**src/rtl/pipeline_control.sv**
```systemverilog
// Pipeline hazard/flush/halt controller for a 5-stage in-order pipeline.
// Produces PC and stage-register enables and flushes from the load-use
// hazard, the taken-branch indication and the data-memory freeze. It also
// sequences a drain-then-halt: bubbles are fed until ID/EX/MEM/WB are
// empty, and then the pipeline parks until resume.
// Optional feature: define PIPELINE_CONTROL_PERF_COUNTERS_EN to build the
// saturating stall/flush performance counters. Without it they read zero.
module pipeline_control #(
  parameter int unsigned DRAIN_CYCLES = 4
) (
  input  logic        clock,
  input  logic        reset_n,
  input  logic [4:0]  id_rs,
  input  logic [4:0]  id_rt,
  input  logic        id_uses_rt,
  input  logic        ex_mem_read,
  input  logic [4:0]  ex_reg_dest,
  input  logic        branch_taken,
  input  logic        mem_req,
  input  logic        mem_ready,
  input  logic        halt_req,
  input  logic        resume_req,
  input  logic        counter_clear,
  output logic        pc_enable,
  output logic        pc_load_target,
  output logic        if_id_enable,
  output logic        id_ex_enable,
  output logic        ex_mem_enable,
  output logic        mem_wb_enable,
  output logic        if_id_flush,
  output logic        id_ex_flush,
  output logic        ex_mem_flush,
  output logic        halted,
  output logic [15:0] stall_cycles,
  output logic [15:0] flush_count
);

  typedef enum logic [1:0] {
    ST_RUN    = 2'd0,
    ST_DRAIN  = 2'd1,
    ST_HALTED = 2'd2
  } state_t;

  localparam logic [2:0] DRAIN_LAST = 3'(DRAIN_CYCLES - 1);

  state_t     state_q, state_d;
  logic [2:0] drain_cnt_q, drain_cnt_d;
  logic       halt_pend_q, halt_pend_d;

  logic freeze;
  logic load_use;
  logic stall_evt;
  logic flush_evt;

  assign freeze   = mem_req & ~mem_ready;
  assign load_use = ex_mem_read && (ex_reg_dest != 5'd0) &&
                    ((ex_reg_dest == id_rs) || (id_uses_rt && (ex_reg_dest == id_rt)));

  // Cycles lost to freeze or load-use bubble, and taken-branch redirects.
  assign stall_evt = (state_q != ST_HALTED) &&
                     (freeze || ((state_q == ST_RUN) && !branch_taken && load_use));
  assign flush_evt = (state_q != ST_HALTED) && !freeze && branch_taken;

  assign halted = (state_q == ST_HALTED);

  // State, drain counter and pending-halt register.
  always_ff @(posedge clock or negedge reset_n) begin
    if (!reset_n) begin
      state_q     <= ST_RUN;
      drain_cnt_q <= 3'd0;
      halt_pend_q <= 1'b0;
    end else begin
      state_q     <= state_d;
      drain_cnt_q <= drain_cnt_d;
      halt_pend_q <= halt_pend_d;
    end
  end

  // Next-state and enable/flush decode; freeze overrides all else outside HALTED.
  always_comb begin
    state_d        = state_q;
    drain_cnt_d    = drain_cnt_q;
    halt_pend_d    = halt_pend_q;
    pc_enable      = 1'b1;
    pc_load_target = 1'b0;
    if_id_enable   = 1'b1;
    id_ex_enable   = 1'b1;
    ex_mem_enable  = 1'b1;
    mem_wb_enable  = 1'b1;
    if_id_flush    = 1'b0;
    id_ex_flush    = 1'b0;
    ex_mem_flush   = 1'b0;

    unique case (state_q)
      ST_RUN: begin
        if (freeze) begin
          pc_enable     = 1'b0;
          if_id_enable  = 1'b0;
          id_ex_enable  = 1'b0;
          ex_mem_enable = 1'b0;
          mem_wb_enable = 1'b0;
          if (halt_req) halt_pend_d = 1'b1;
        end else begin
          if (branch_taken) begin
            pc_load_target = 1'b1;
            if_id_flush    = 1'b1;
            id_ex_flush    = 1'b1;
            ex_mem_flush   = 1'b1;
          end else if (load_use) begin
            pc_enable    = 1'b0;
            if_id_enable = 1'b0;
            id_ex_flush  = 1'b1;
          end
          if (halt_req || halt_pend_q) begin
            state_d     = ST_DRAIN;
            drain_cnt_d = 3'd0;
            halt_pend_d = 1'b0;
          end
        end
      end

      ST_DRAIN: begin
        if (freeze) begin
          pc_enable     = 1'b0;
          if_id_enable  = 1'b0;
          id_ex_enable  = 1'b0;
          ex_mem_enable = 1'b0;
          mem_wb_enable = 1'b0;
        end else begin
          pc_enable   = 1'b0;
          if_id_flush = 1'b1;
          if (branch_taken) begin
            pc_enable      = 1'b1;
            pc_load_target = 1'b1;
            id_ex_flush    = 1'b1;
            ex_mem_flush   = 1'b1;
          end
          if (drain_cnt_q == DRAIN_LAST) begin
            state_d     = ST_HALTED;
            drain_cnt_d = 3'd0;
          end else begin
            drain_cnt_d = drain_cnt_q + 3'd1;
          end
        end
      end

      ST_HALTED: begin
        pc_enable     = 1'b0;
        if_id_enable  = 1'b0;
        id_ex_enable  = 1'b0;
        ex_mem_enable = 1'b0;
        mem_wb_enable = 1'b0;
        if (resume_req) state_d = ST_RUN;
      end

      default: begin
        state_d     = ST_RUN;
        drain_cnt_d = 3'd0;
        halt_pend_d = 1'b0;
      end
    endcase
  end

`ifdef PIPELINE_CONTROL_PERF_COUNTERS_EN
  function automatic logic [15:0] sat_inc(input logic [15:0] v);
    return (v == 16'hFFFF) ? v : v + 16'd1;
  endfunction

  logic [15:0] stall_cnt_q;
  logic [15:0] flush_cnt_q;

  // Saturating performance counters; clear takes priority over counting.
  always_ff @(posedge clock or negedge reset_n) begin
    if (!reset_n) begin
      stall_cnt_q <= 16'd0;
      flush_cnt_q <= 16'd0;
    end else if (counter_clear) begin
      stall_cnt_q <= 16'd0;
      flush_cnt_q <= 16'd0;
    end else begin
      if (stall_evt) stall_cnt_q <= sat_inc(stall_cnt_q);
      if (flush_evt) flush_cnt_q <= sat_inc(flush_cnt_q);
    end
  end

  assign stall_cycles = stall_cnt_q;
  assign flush_count  = flush_cnt_q;
`else
  logic unused_perf;
  assign unused_perf  = &{1'b0, counter_clear, stall_evt, flush_evt};
  assign stall_cycles = 16'd0;
  assign flush_count  = 16'd0;
`endif

endmodule
```
**config.mk**
```make
export PLATFORM = sky130hd
export DESIGN_NAME = pipeline_control
export DESIGN_NICKNAME = d
export VERILOG_FILES = /design/src/rtl/pipeline_control.sv
export SDC_FILE = /design/constraint.sdc
export NUM_CORES = 1
export LEC_CHECK = 0
export ABC_AREA = 1
export BUFFER_PORTS_ARGS = -buffer_cell sky130_fd_sc_hd__buf_2
export CAP_MARGIN = 20
export CORE_MARGIN = 2
export CORE_UTILIZATION = 45
export CTS_CLUSTER_SIZE = 25
export DETAILED_ROUTE_END_ITERATION = 6
export PLACE_DENSITY = 0.86
export SLEW_MARGIN = 20
export SYNTH_ARGS = -nofsm -noshare
export SYNTH_HDL_FRONTEND = slang
export SYNTH_SLANG_ARGS = --single-unit
```
**constraint.sdc**
```tcl
create_clock -name clock -period 3.93 [get_ports clock]
set_input_delay 0.786 -clock clock [delete_from_list [all_inputs] [get_ports clock]]
set_output_delay 0.786 -clock clock [all_outputs]
set_load 0.02 [all_outputs]
```
==> results.py <==
metrics = {
    "outcome": {
        "outcome": "completed",
    },
    "setup_path": {
        "cp-end-kind": "output port",
        "required_ns": 3.14,
        "cp_max_fo": 5,
        "worstPathArrival_ns": 1.67,
        "start_kind": "input port",
        "path_class": "input port to output port",
        "ff2ff_setup_slack_ns": 2.40,
    },
    "yosys": {
        "syn_area_per_cell_um2": 6.56,
        "synth_ff_type": "dfrtp_1",
        "ys_ff_latch": 6,
        "synth_edf_count": 0,
        "synth_area_um2": 983,
        "yosysSeqAreaShare": 0.153,
        "synth_fa_ha_area_frac": 0.0636,
        "synth_xor_area_frac": 0.00891,
        "ys_types": 25,
        "synth_async_sr_flop_share": 1.00,
        "synthCells": 150,
        "synth-compound-area-share": 0.0929,
        "synth-simple-area-share": 0.300,
        "synth_mux_area_frac": 0,
        "yosys_warnings": 0,
        "synth_top_family_by_area": "buffers and inverters",
    },
    "clocking": {
        "clk_path_buf_depth": 2,
        "numCtsBuffers": 3,
        "clk_pin_slew_worst_paths_ns": 0.04,
        "postCtsSetupRepairBufs": 0,
        "ctsRootBufferMaster": "clkbuf_4",
        "htree_levels": 1,
        "clk_latency_ns": 0.23,
        "postCtsHoldBufs": 0,
        "cts_tree": "built",
        "numClockSinks": 6,
        "cts_resized": 0,
    },
    "sta": {
        "setup_tns_ns": 0,
        "finalHoldViolations": 0,
        "period_minus_slack_ns": 2.46,
        "skew_ns": 0.000458,
        "rsz0062_at_grt": "false",
        "post-route-period-util": 0.626,
        "drv_slew": 0,
        "worst_slack_ns": 1.47,
        "setup_viol": 0,
        "max_freq_mhz": 406,
    },
    "routing": {
        "routedWlPerCell_um": 7.07,
        "drtPass1Iterations": 4,
        "avgViaCountPerCell": 3.91,
        "drtIter0Drc": 14,
        "ant_nets": 0,
        "vias": 817,
        "route.detailed.drc": 0,
        "drt-total-wl_mm": 1.48,
    },
    "finish": {
        "final_layout_size_suffix_gt1_frac": 0.286,
        "area_delta_synth_final_pct": 7.63,
        "antennaDiodeCount": 0,
        "n_fill_cell": 209,
        "nNetsFinal": 214,
    },
    "pwr": {
        "power_frac_seq": 0.193,
        "p_int_w": 0.000263,
        "power.share.clock": 0.093,
        "p_leak_nw": 0.680,
        "ir_drop_mv": 0.265,
        "power_switching_w": 0.000295,
        "sw_frac_of_total": 0.529,
        "power_w": 0.000558,
        "p_comb_frac": 0.714,
        "power_density_nw_per_um2": 527,
    },
    "flow_run": {
        "drv_cap": 0,
    },
    "die": {
        "fp.dieH_um": 50.8,
        "die_x_um": 50.8,
        "start_util": 0.491,
        "core_um2": 2000,
        "rows": 16,
        "die_area_um2": 2580,
        "ios": 67,
    },
    "global_route": {
        "antenna_found_initial": 0,
        "gr-total-overflow": 0,
        "first_global_vias": 681,
        "grt_usage": 0.126,
        "grt_max_degree": 7,
        "grt_pass1_wl_mm": 2.55,
    },
    "placed_design": {
        "gp_congestion": 0.789,
        "place_ws_ns": 1.46,
        "portBuffers": 33,
        "place_hpwl_mm": 1.36,
    },
    "min_path": {
        "hp-class": "input port to asynchronous set/reset pin",
    },
}
[final timing paths]
path | start | to | depth (start not counted)
setup / recovery | mem_ready | pc_enable | 9
hold reg to reg | drain_cnt_q[2] | drain_cnt_q[2] | 1
min in group clock | drain_cnt_q[2] | drain_cnt_q[2] | 1
max in group asynchronous | reset_n | state_q[1] | 1
hold / removal | reset_n | drain_cnt_q[2] | 1
setup reg to reg | state_q[0] | drain_cnt_q[0] | 7
[stage by stage]
step / instances / util / cell area, µm² / hold WS [ns]
after global placement: 206 / 0.518 / 1040 / 0.521
after detailed placement: 206 / 0.518 / 1040 / 0.530
after global routing: 209 / 0.529 / 1060 / 0.365
after CTS: 209 / 0.529 / 1060 / 0.358
after floorplan: 181 / - / 1100 / 0.486
final: 209 / 0.529 / 1060 / 0.365
[cell usage in the layout, fill, tap and decap left out, drive strengths merged]
cell type,netlist,layout
nand3,3,3
a21oi,3,3
inv,28,28
nand2,37,37
nor2,14,14
buf,35,33
conb,1,32
or2,1,1
clkbuf,0,3
nand3b,1,1
o21ai,7,7
ha,5,5
dfrtp,6,6
nor3,1,1
a21boi,1,1
clkinv,1,1
o22ai,3,3
nand4,1,1
o21a,1,1
xnor2,1,1
[power groups by stage]
stage | logic (W) | clock network [W] | registers, W
after CTS | 0.000402 | 0.0000558 | 0.000107
final | 0.000399 | 0.0000519 | 0.000108
after floorplan | 0.000353 | 0 | 0.000104
after detailed placement | 0.000401 | 0 | 0.000108
after global routing | 0.000445 | 0.0000586 | 0.000111
after global placement | 0.000395 | 0 | 0.000107
[layer usage]
layer / vias up / part of all wire / GRT usage
met5: - / 0 / 0
met4: 0 / 0 / 0.0676
met3: 0 / 0.080 / 0
met2: 35 / 0.47 / 0.219
met1: 336 / 0.44 / 0.160
li1: 446 / - / -
[state kept, by name (all words and copies together), names as in the netlist]
| name | flops |
|---|---|
| drain_cnt_q | 3 |
| halt_pend_q | 1 |
| state_q | 2 |
[synth_stat cells, types with 2 or more instances]
cell type / count / share of area
o22ai_1: 3 / 0.019
nand3_1: 3 / 0.015
dfrtp_1: 6 / 0.15
ha_1: 5 / 0.064
o21ai_1: 3 / 0.015
nor2_1: 9 / 0.034
inv_1: 22 / 0.084
nand2_1: 36 / 0.14
buf_4: 35 / 0.27
o21ai_0: 4 / 0.020
nor2_4: 4 / 0.046
inv_2: 6 / 0.023
a21oi_2: 2 / 0.018
[area by class of cell]
type                            count  area, µm²  share of cell area
Inverter                           29        109               0.103
Sequential cell                     6        150               0.142
Clock buffer                        3       22.5              0.0213
Tap cell                           27       33.8              0.0319
Multi-Input combinational cell    111        578               0.546
Timing Repair Buffer               33        165               0.156
[kinds of logic after synthesis]
kind of cell,Yosys count
AOI/OAI and AO/OA,15
xor gates and xnor gates,1
adders and majority gates,5
buffers and inverters,64
DFF,6
other,1
and+or+nand+nor,58
[worst max-delay path, stage by stage]
cell and delay, ns:
buf_2 0.11, nor2_4 0.15, inv_2 0.08, nand2_4 0.07
nor2_2 0.04, or2_0 0.19, clkinv_1 0.05, nand2_1 0.04
buf_2 0.15
Note: power is estimated with default switching activity, not from simulation.
